--- src/rtl/ctrl_pkg.sv ---
// Shared control-path types and constants for the ID/EX control pipeline.
// Used by the opcode decoder and the pipelined control unit.
package ctrl_pkg;

    localparam int ALU_W = 2;

    localparam logic [6:0] OP_R      = 7'b0110011;
    localparam logic [6:0] OP_IMM    = 7'b0010011;
    localparam logic [6:0] OP_LOAD   = 7'b0000011;
    localparam logic [6:0] OP_STORE  = 7'b0100011;
    localparam logic [6:0] OP_BRANCH = 7'b1100011;

    localparam logic [6:0] FUNCT7_MUL = 7'b0000001;

    localparam logic [ALU_W-1:0] ALU_R  = 2'b10;
    localparam logic [ALU_W-1:0] ALU_I  = 2'b00;
    localparam logic [ALU_W-1:0] ALU_S  = 2'b01;
    localparam logic [ALU_W-1:0] ALU_SB = 2'b11;

    typedef struct packed {
        logic             reg_write;
        logic             mem_to_reg;
        logic             mem_read;
        logic             mem_write;
        logic             alu_src;
        logic             branch;
        logic             mul_op;
        logic [ALU_W-1:0] alu_op;
    } ctrl_bundle_t;

    localparam ctrl_bundle_t BUBBLE = '{
        reg_write:  1'b0,
        mem_to_reg: 1'b0,
        mem_read:   1'b0,
        mem_write:  1'b0,
        alu_src:    1'b0,
        branch:     1'b0,
        mul_op:     1'b0,
        alu_op:     ALU_R
    };

    typedef enum logic {
        ST_IDLE,
        ST_BUSY
    } mul_state_t;

endpackage

--- src/rtl/ctrl_decode.sv ---
// Pure combinational opcode/funct7 decoder producing one control bundle.
// Kept standalone so single-cycle variants can reuse it unchanged.
module ctrl_decode
    import ctrl_pkg::*;
#(
    parameter int MUL_EN = 1
) (
    input  logic [6:0]   op,
    input  logic [6:0]   funct7,
    output ctrl_bundle_t ctrl
);

    always_comb begin
        ctrl        = '0;
        ctrl.alu_op = ALU_SB;
        case (op)
            OP_R: begin
                ctrl.reg_write = 1'b1;
                ctrl.alu_op    = ALU_R;
                ctrl.mul_op    = (MUL_EN != 0) && (funct7 == FUNCT7_MUL);
            end
            OP_IMM: begin
                ctrl.reg_write = 1'b1;
                ctrl.alu_src   = 1'b1;
                ctrl.alu_op    = ALU_I;
            end
            OP_LOAD: begin
                ctrl.reg_write  = 1'b1;
                ctrl.mem_to_reg = 1'b1;
                ctrl.mem_read   = 1'b1;
                ctrl.alu_src    = 1'b1;
                ctrl.alu_op     = ALU_I;
            end
            OP_STORE: begin
                ctrl.mem_write = 1'b1;
                ctrl.alu_src   = 1'b1;
                ctrl.alu_op    = ALU_S;
            end
            OP_BRANCH: begin
                ctrl.branch = 1'b1;
                ctrl.alu_op = ALU_SB;
            end
            default: ;
        endcase
    end

endmodule

--- src/rtl/ctrl_pipe_unit.sv ---
// Pipelined control unit: registers decoded controls into ID/EX, detects
// load-use hazards and holds EX while a multi-cycle MUL is in flight.
module ctrl_pipe_unit
    import ctrl_pkg::*;
#(
    parameter int ALUOP_W = 2,
    parameter int REG_AW  = 5,
    parameter int MUL_LAT = 4,
    parameter int MUL_EN  = 1
) (
    input  logic               clk_i,
    input  logic               rst_i,
    input  logic [6:0]         Op_i,
    input  logic [6:0]         Funct7_i,
    input  logic [REG_AW-1:0]  RS1addr_i,
    input  logic [REG_AW-1:0]  RS2addr_i,
    input  logic [REG_AW-1:0]  RDaddr_i,
    input  logic               Flush_i,
    output logic               RegWrite_o,
    output logic               MemtoReg_o,
    output logic               MemRead_o,
    output logic               MemWrite_o,
    output logic               ALUSrc_o,
    output logic               Branch_o,
    output logic               MulOp_o,
    output logic [ALUOP_W-1:0] ALUOp_o,
    output logic [REG_AW-1:0]  RDaddr_o,
    output logic               Stall_o,
    output logic               MulBusy_o
);

    localparam int CNT_W = $clog2(MUL_LAT + 1);

    ctrl_bundle_t      dec;
    ctrl_bundle_t      ex_q, ex_nx;
    logic [REG_AW-1:0] rd_q, rd_nx;
    mul_state_t        state, state_nx;
    logic [CNT_W-1:0]  cnt, cnt_nx;
    logic              hz;

    ctrl_decode #(.MUL_EN(MUL_EN)) u_decode (
        .op     (Op_i),
        .funct7 (Funct7_i),
        .ctrl   (dec)
    );

    assign hz = ex_q.mem_read && (rd_q != '0) &&
                ((rd_q == RS1addr_i) || (rd_q == RS2addr_i));

    always_ff @(posedge clk_i or posedge rst_i) begin
        if (rst_i) begin
            state <= ST_IDLE;
            cnt   <= '0;
            ex_q  <= BUBBLE;
            rd_q  <= '0;
        end else begin
            state <= state_nx;
            cnt   <= cnt_nx;
            ex_q  <= ex_nx;
            rd_q  <= rd_nx;
        end
    end

    // While BUSY the ID instruction is re-presented, so a flush there is moot.
    always_comb begin
        state_nx = state;
        cnt_nx   = cnt;
        ex_nx    = ex_q;
        rd_nx    = rd_q;
        if (state == ST_BUSY) begin
            cnt_nx = cnt - CNT_W'(1);
            if (cnt == CNT_W'(1)) begin
                state_nx = ST_IDLE;
            end
        end else if (Flush_i || hz) begin
            ex_nx = BUBBLE;
            rd_nx = '0;
        end else begin
            ex_nx = dec;
            rd_nx = RDaddr_i;
            if (dec.mul_op && (MUL_LAT > 1)) begin
                state_nx = ST_BUSY;
                cnt_nx   = CNT_W'(MUL_LAT - 1);
            end
        end
    end

    assign RegWrite_o = ex_q.reg_write;
    assign MemtoReg_o = ex_q.mem_to_reg;
    assign MemRead_o  = ex_q.mem_read;
    assign MemWrite_o = ex_q.mem_write;
    assign ALUSrc_o   = ex_q.alu_src;
    assign Branch_o   = ex_q.branch;
    assign MulOp_o    = ex_q.mul_op;
    assign ALUOp_o    = ALUOP_W'(ex_q.alu_op);
    assign RDaddr_o   = rd_q;
    assign MulBusy_o  = (state == ST_BUSY);
    assign Stall_o    = (state == ST_BUSY) || hz;

endmodule

--- config.mk ---
export PLATFORM = sky130hd
export DESIGN_NAME = ctrl_pipe_unit
export DESIGN_NICKNAME = d
export VERILOG_FILES = /design/src/rtl/ctrl_pkg.sv /design/src/rtl/ctrl_decode.sv /design/src/rtl/ctrl_pipe_unit.sv
export SDC_FILE = /design/constraint.sdc
export NUM_CORES = 1
export LEC_CHECK = 0
export ABC_AREA = 1
export BUFFER_PORTS_ARGS = -buffer_cell sky130_fd_sc_hd__buf_2
export CAP_MARGIN = 5
export CELL_PAD_IN_SITES_DETAIL_PLACEMENT = 1
export CELL_PAD_IN_SITES_GLOBAL_PLACEMENT = 2
export CORE_ASPECT_RATIO = 1.4
export CORE_MARGIN = 1.5
export CORE_UTILIZATION = 23
export DETAILED_ROUTE_END_ITERATION = 8
export PLACE_DENSITY_LB_ADDON = 0.1
export RECOVER_POWER = 100
export SLEW_MARGIN = 20
export SYNTH_ARGS = -nofsm -noshare
export SYNTH_HDL_FRONTEND = slang
export SYNTH_SLANG_ARGS = --single-unit
--- constraint.sdc ---
create_clock -name clk_i -period 1.4 [get_ports clk_i]
set_input_delay 0.28 -clock clk_i [delete_from_list [all_inputs] [get_ports clk_i]]
set_output_delay 0.28 -clock clk_i [all_outputs]
set_load 0.1 [all_outputs]
==> results of run 1 <==
critical path, stage by stage (launching register included):
cell and delay, ps:
dfrtp_4 500, nand2_2 70, nand2_1 50, nor2_2 150, nand3_2 90, nand2_2 100
nand2_4 80, nand2_8 70, buf_12 170
worst min path at each step:
| stage | slack, ps | endpoint | from | cells past startpoint |
|---|---|---|---|---|
| floorplan | 210 | ALUOp_o[0] | rst_i | 1 |
| detailed placement | 310 | RDaddr_o[1] | rst_i | 3 |
| finish | 280 | RDaddr_o[1] | RDaddr_i[1] | 3 |
| global placement | 310 | RDaddr_o[1] | rst_i | 3 |
| global route | 290 | RDaddr_o[0] | RDaddr_i[0] | 3 |
| CTS | 30 | RDaddr_o[1] | rst_i | 3 |
flip-flops by register name, indices dropped and copies added (netlist names):
register,flops
MulBusy_o,1
ALUOp_o,2
MemtoReg_o,1
Branch_o,1
RegWrite_o,1
cnt,3
ALUSrc_o,1
RDaddr_o,5
MemWrite_o,1
MulOp_o,1
report_power, final:
group          total (mW)  internal, mW  leakage, nW  switching (mW)
logic               0.335         0.135        0.713           0.200
registers           0.528         0.510        0.215          0.0176
clock network       0.376         0.198       0.0255           0.178
metal layers:
layer	vias up	GRT usage (%)
met1	595	14.8
li1	597	-
met4	0	6.22
met3	4	2.34
met2	26	29.0
met5	-	0
cells in the mapped netlist:
cell type	instances	area, um2
o21ai_0	4	20.0
a2111oi_0	1	8.76
nand2_1	52	195
buf_4	1	7.51
o21ai_1	2	10.0
inv_2	5	18.8
dfstp_2	1	26.3
nor3_1	4	20.0
a21o_1	1	7.51
o22ai_1	5	31.3
xnor2_1	2	17.5
nand4_1	3	18.8
nand2_2	2	12.5
inv_1	21	78.8
nor2_2	1	6.26
nand3_2	1	10.0
nand2_4	2	22.5
a21oi_2	1	8.76
ha_1	2	25.0
clkbuf_1	1	3.75
dfrtp_1	16	400
nand3_1	8	40.0
buf_2	1	5.00
nor2_1	11	41.3
area by class of cell:
type	count	area (um2)	share of cell area (%)
timing repair buffer	69	510	27.8
clock inverter	1	5.00	0.273
clock buffer	3	41.3	2.25
sequential	17	450	24.5
inverter	26	103	5.59
multi-input combinational	102	651	35.4
tap	60	75.1	4.09
cells by family after synthesis:
group	synth area share (%)
compound gates	8.33
xor+xnor	1.69
fa+ha+maj	2.42
simple gates	35.4
buf+inv	11.0
flops	41.2
metrics by stage:
stage / cell area (um2) / setup TNS [ps]
after floorplan: 1070 / -1590
after global routing: 1840 / -4520
final: 1840 / -2880
after CTS: 1730 / -2120
after global placement: 1640 / -1550
after detailed placement: 1640 / -1720
repair_timing:
item / CTS / global route
endpoints found under the setup margin: 19 / 19
gates resized for setup: 9 / 35
pin swaps: 7 / 12
setup buffers: 2 / 3
layout by cell type (no fill, tap or decap), drive strengths merged:
cell type	instances
buf	60
nand2	56
inv	26
dfrtp	16
nor2	12
clkbuf	12
nand3	9
o21ai	6
o22ai	5
nor3	4
nand4	3
xnor2	2
ha	2
dfstp	1
a21o	1
a21oi	1
a2111oi	1
clkinv	1
==> impl_metrics.py, run 1 <==
metrics = {
    "final_layout": {
        "antenna_cells": 0,
        "fill_cells": 561,
        "syn2layout_area_growth_pct": 77.2,
        "final_cells": 278,
        "drive_gt1_share_pct": 57.3,
        "layout.nets": 253,
        "fin_util_pct": 42.9,
    },
    "setup_path": {
        "r2r_cells": 12,
        "r2r-end": "ALUOp_o[1]",
        "critPathMaxFanout": 4,
        "startpoint": "RDaddr_o[3]",
        "start_kind": "register",
        "crit_path_end_kind": "output pin",
        "crit_type": "register to output pin",
        "worstPathRequired_ps": 1120,
        "worstSetupEndpoint": "Stall_o",
        "r2r_start": "RDaddr_o[4]",
        "r2r_slack_ps": -240,
        "arrival_ps": 1540,
    },
    "die": {
        "core_um2": 4270,
        "core.rowCount": 28,
        "die_x_um": 59.7,
        "start_util_pct": 24.2,
        "num_io_pins": 48,
        "die_area_um2": 4920,
        "die_y_um": 82.4,
    },
    "detailed_routing": {
        "top_layer": "met4",
        "drc": 0,
        "wl_met1_mm": 1.19,
        "drt_iter0_drc": 14,
        "drt-vias-per-instance": 4.40,
        "wl_mm": 3.47,
        "wl_per_cell_um": 12.5,
        "postRouteAntennaNets": 0,
        "route.met2.wl_mm": 2.11,
        "wl_met3_um": 126,
        "firstDrtPassIters": 4,
        "via_count": 1222,
    },
    "outcome": {
        "violations": "negative setup slack",
        "status": "finished with violations",
    },
    "logic_synthesis": {
        "syn_nets": 182,
        "yosysWarnings": 0,
        "syn_area_per_cell_um2": 7.00,
        "synth_seq_cells": 17,
        "yosysSeqAreaShare_pct": 41.2,
        "synth.distinct_cells": 24,
        "syn_area_um2": 1040,
        "postSynthCellCount": 148,
    },
    "worst_hold_path": {
        "worstHoldPathType": "primary input to register",
    },
    "clock_network": {
        "cts.sinks": 17,
        "root_buffer": "clkbuf_8",
        "clockBufferDepth": 2,
        "hold_buffers": 0,
        "clock_latency_ps": 260,
        "cts_tree": "done",
        "cts_made_buffers": 3,
        "clk_pin_slew_worst_paths_ps": 70,
        "htree_levels": 1,
    },
    "placement": {
        "dp_cells": 269,
        "hpwl_mm": 2.70,
        "dp_slack_ps": -202,
        "gp_congestion": 0.814,
        "portBuffers": 47,
    },
    "power": {
        "p_leak_nw": 0.953,
        "power_density_nw_per_um2": 675,
        "power.total_mw": 1.24,
        "ir_worst_vdd_mv": 0.363,
    },
    "sta": {
        "relSlewSlack_pct": 34.3,
        "worstMarginPinSlew_ps": 986,
        "finalCritPeriodShare_pct": 130,
        "setup_ws_ps": -423,
        "hold_viol_final": 0,
        "slew_violations": 0,
        "clock_skew_ps": 1.76,
        "setup_violations": 17,
        "clock.fmax_mhz": 549,
        "rsz0062_at_grt": "yes",
        "finalCriticalPeriod_ps": 1820,
        "holdWs_ps": 282,
    },
    "global_route": {
        "grt.total_usage_pct": 14.8,
        "grt_pass1_vias": 1275,
        "grt_max_degree": 18,
        "grt_overflow": 0,
        "antenna_found_initial": 0,
        "grt_pass1_wl_mm": 5.51,
    },
    "flow_run": {
        "cap_violations": 0,
    },
}
Note: power is estimated with default switching activity, not from simulation.
==> inputs of run 2 (changes only) <==
Settings changed: TNS_END_PERCENT set to 30.
==> impl_metrics.py, run 2 (synthesis gave the netlist of run 1 again) <==
metrics = {
    "outcome": {
        "status": "finished with violations",
        "violations": "negative setup slack",
    },
    "setup_path": {
        "r2r_start": "RDaddr_o[0]",
        "worstPathRequired_ps": 1120,
        "crit_path_end_kind": "output pin",
        "start_kind": "register",
        "worst-path-buf-inv": 1,
        "r2r_cells": 12,
        "cp_cell_sequence": "nand2_2 -> nand2_2 -> nor2_2 -> nand3_2 -> nand2_2 -> nand2_4 -> nand2_8 -> buf_12",
        "cp_common_cell": "nand2_2",
        "crit_type": "register to output pin",
        "cpPeakStageDelay_ps": 510,
        "critPathSlowestCell": "dfrtp_4",
        "worst_path_dominant_cell_family": "simple AND/OR/NAND/NOR gates",
        "arrival_ps": 1510,
        "critPathMaxFanout": 5,
        "r2r-end": "RegWrite_o",
        "r2r_slack_ps": -360,
    },
    "clock_network": {
        "clk_pin_slew_worst_paths_ps": 70,
        "htree_levels": 1,
        "cts.sinks": 17,
        "root_buffer": "clkbuf_8",
        "cts_made_buffers": 3,
        "clockBufferDepth": 2,
        "clock_latency_ps": 250,
        "cts_tree": "done",
    },
    "final_layout": {
        "antenna_cells": 0,
        "final_common_cell": "nand2_1",
        "final_cell_mix": "nand2_1 (44), buf_2 (31), buf_4 (21)",
        "layout.nets": 255,
        "syn2layout_area_growth_pct": 75.4,
        "drive_gt1_share_pct": 52.3,
        "fin_util_pct": 42.5,
        "largest_reg_flops": 5,
        "fill_cells": 543,
    },
    "detailed_routing": {
        "drt-vias-per-instance": 4.33,
        "wl_per_cell_um": 12.4,
        "drc": 0,
        "postRouteAntennaNets": 0,
        "via_count": 1213,
        "firstDrtPassIters": 4,
        "drt_iter0_drc": 20,
        "wl_mm": 3.48,
    },
    "sta": {
        "holdWs_ps": 287,
        "setup_violations": 18,
        "setup_ws_ps": -387,
        "clock_skew_ps": 5.86,
        "hold_viol_final": 0,
        "slew_violations": 0,
        "rsz0062_at_grt": "yes",
        "clock.fmax_mhz": 559,
        "finalCritPeriodShare_pct": 128,
        "relSlewSlack_pct": 63.9,
        "fin_tns_setup_ps": -3920,
        "finalCriticalPeriod_ps": 1790,
        "worstMarginPinSlew_ps": 544,
    },
    "power": {
        "power.total_mw": 1.21,
        "p_leak_nw": 0.962,
        "ir_worst_vdd_mv": 0.451,
        "power_density_nw_per_um2": 669,
    },
    "global_route": {
        "grt_max_degree": 14,
        "grt_overflow": 0,
        "grt_pass1_vias": 1371,
        "antenna_found_initial": 0,
        "grt_pass1_wl_mm": 6.14,
        "grt.total_usage_pct": 16.3,
    },
    "die": {
        "die_y_um": 82.4,
        "core_um2": 4270,
        "start_util_pct": 24.2,
        "core.rowCount": 28,
        "num_io_pins": 48,
        "die_area_um2": 4920,
        "die_x_um": 59.7,
    },
    "placement": {
        "gp_congestion": 0.803,
        "hpwl_mm": 2.90,
        "portBuffers": 47,
    },
    "flow_run": {
        "cap_violations": 0,
    },
    "worst_hold_path": {
        "worstHoldPathCells": 3,
        "worstHoldPathType": "primary input to register",
        "min-delay-start": "RDaddr_i[1]",
        "hold_end": "RDaddr_o[1]",
    },
}
-- run 2: timing repair --
item	CTS	global route
hold buffers	1	0
endpoints found under the setup margin	18	18
hold endpoints to repair	6	0
pin swaps	11	6
resized for setup	8	21
buffers inserted	4	1
-- run 2: stage by stage --
step           cells  setup slack (ps)  cell area (um2)
2_1_floorplan    148              -188             1070
3_3_place_gp     270              -196             1680
3_5_place_dp     270              -199             1680
4_1_cts          279              -408             1790
5_1_grt          280              -470             1820
6_report         280              -387             1820
-- run 2: final cells by class --
class                   count  area [um2]  share of cell area [%]
clock buffers               3        41.3                    2.27
repair buffers             71         536                    29.5
well taps                  60        75.1                    4.13
flip-flops and latches     17         448                    24.7
inverters                  26         100                    5.51
multi-input cells         102         612                    33.7
clock inverters             1        5.00                   0.275
-- run 2: per-layer routing --
layer  share of wire (%)  global-route usage (%)
met1                  34                    16.4
met2                  61                    32.8
met3                 3.5                    2.02
met4                0.60                    5.33
met5                   0                       0
-- run 2: worst max-delay path by stage --
| stage | start | to | slack (ps) | depth (start not counted) |
|---|---|---|---|---|
| after global routing | RDaddr_o[0] | Stall_o | -470 | 8 |
| after detailed placement | RDaddr_o[4] | Stall_o | -200 | 8 |
| final | RDaddr_o[4] | Stall_o | -390 | 8 |
| after global placement | RDaddr_o[4] | Stall_o | -200 | 8 |
| after CTS | RDaddr_o[2] | Stall_o | -410 | 8 |
| after floorplan | RDaddr_o[1] | Stall_o | -190 | 8 |
-- run 2: worst reg2reg max path: cells and delay by family (launching register included) --
| kind | cells | cell delay (ps) |
|---|---|---|
| buffers and inverters | 5 | 600 |
| and+or+nand+nor | 6 | 430 |
| AOI/OAI and AO/OA | 1 | 150 |
| DFF | 1 | 520 |
-- run 2: power breakdown --
group	switching, mW	internal [mW]	leakage [nW]
clock	0.167	0.197	0.0255
combinational	0.192	0.130	0.721
sequential	0.0178	0.510	0.215
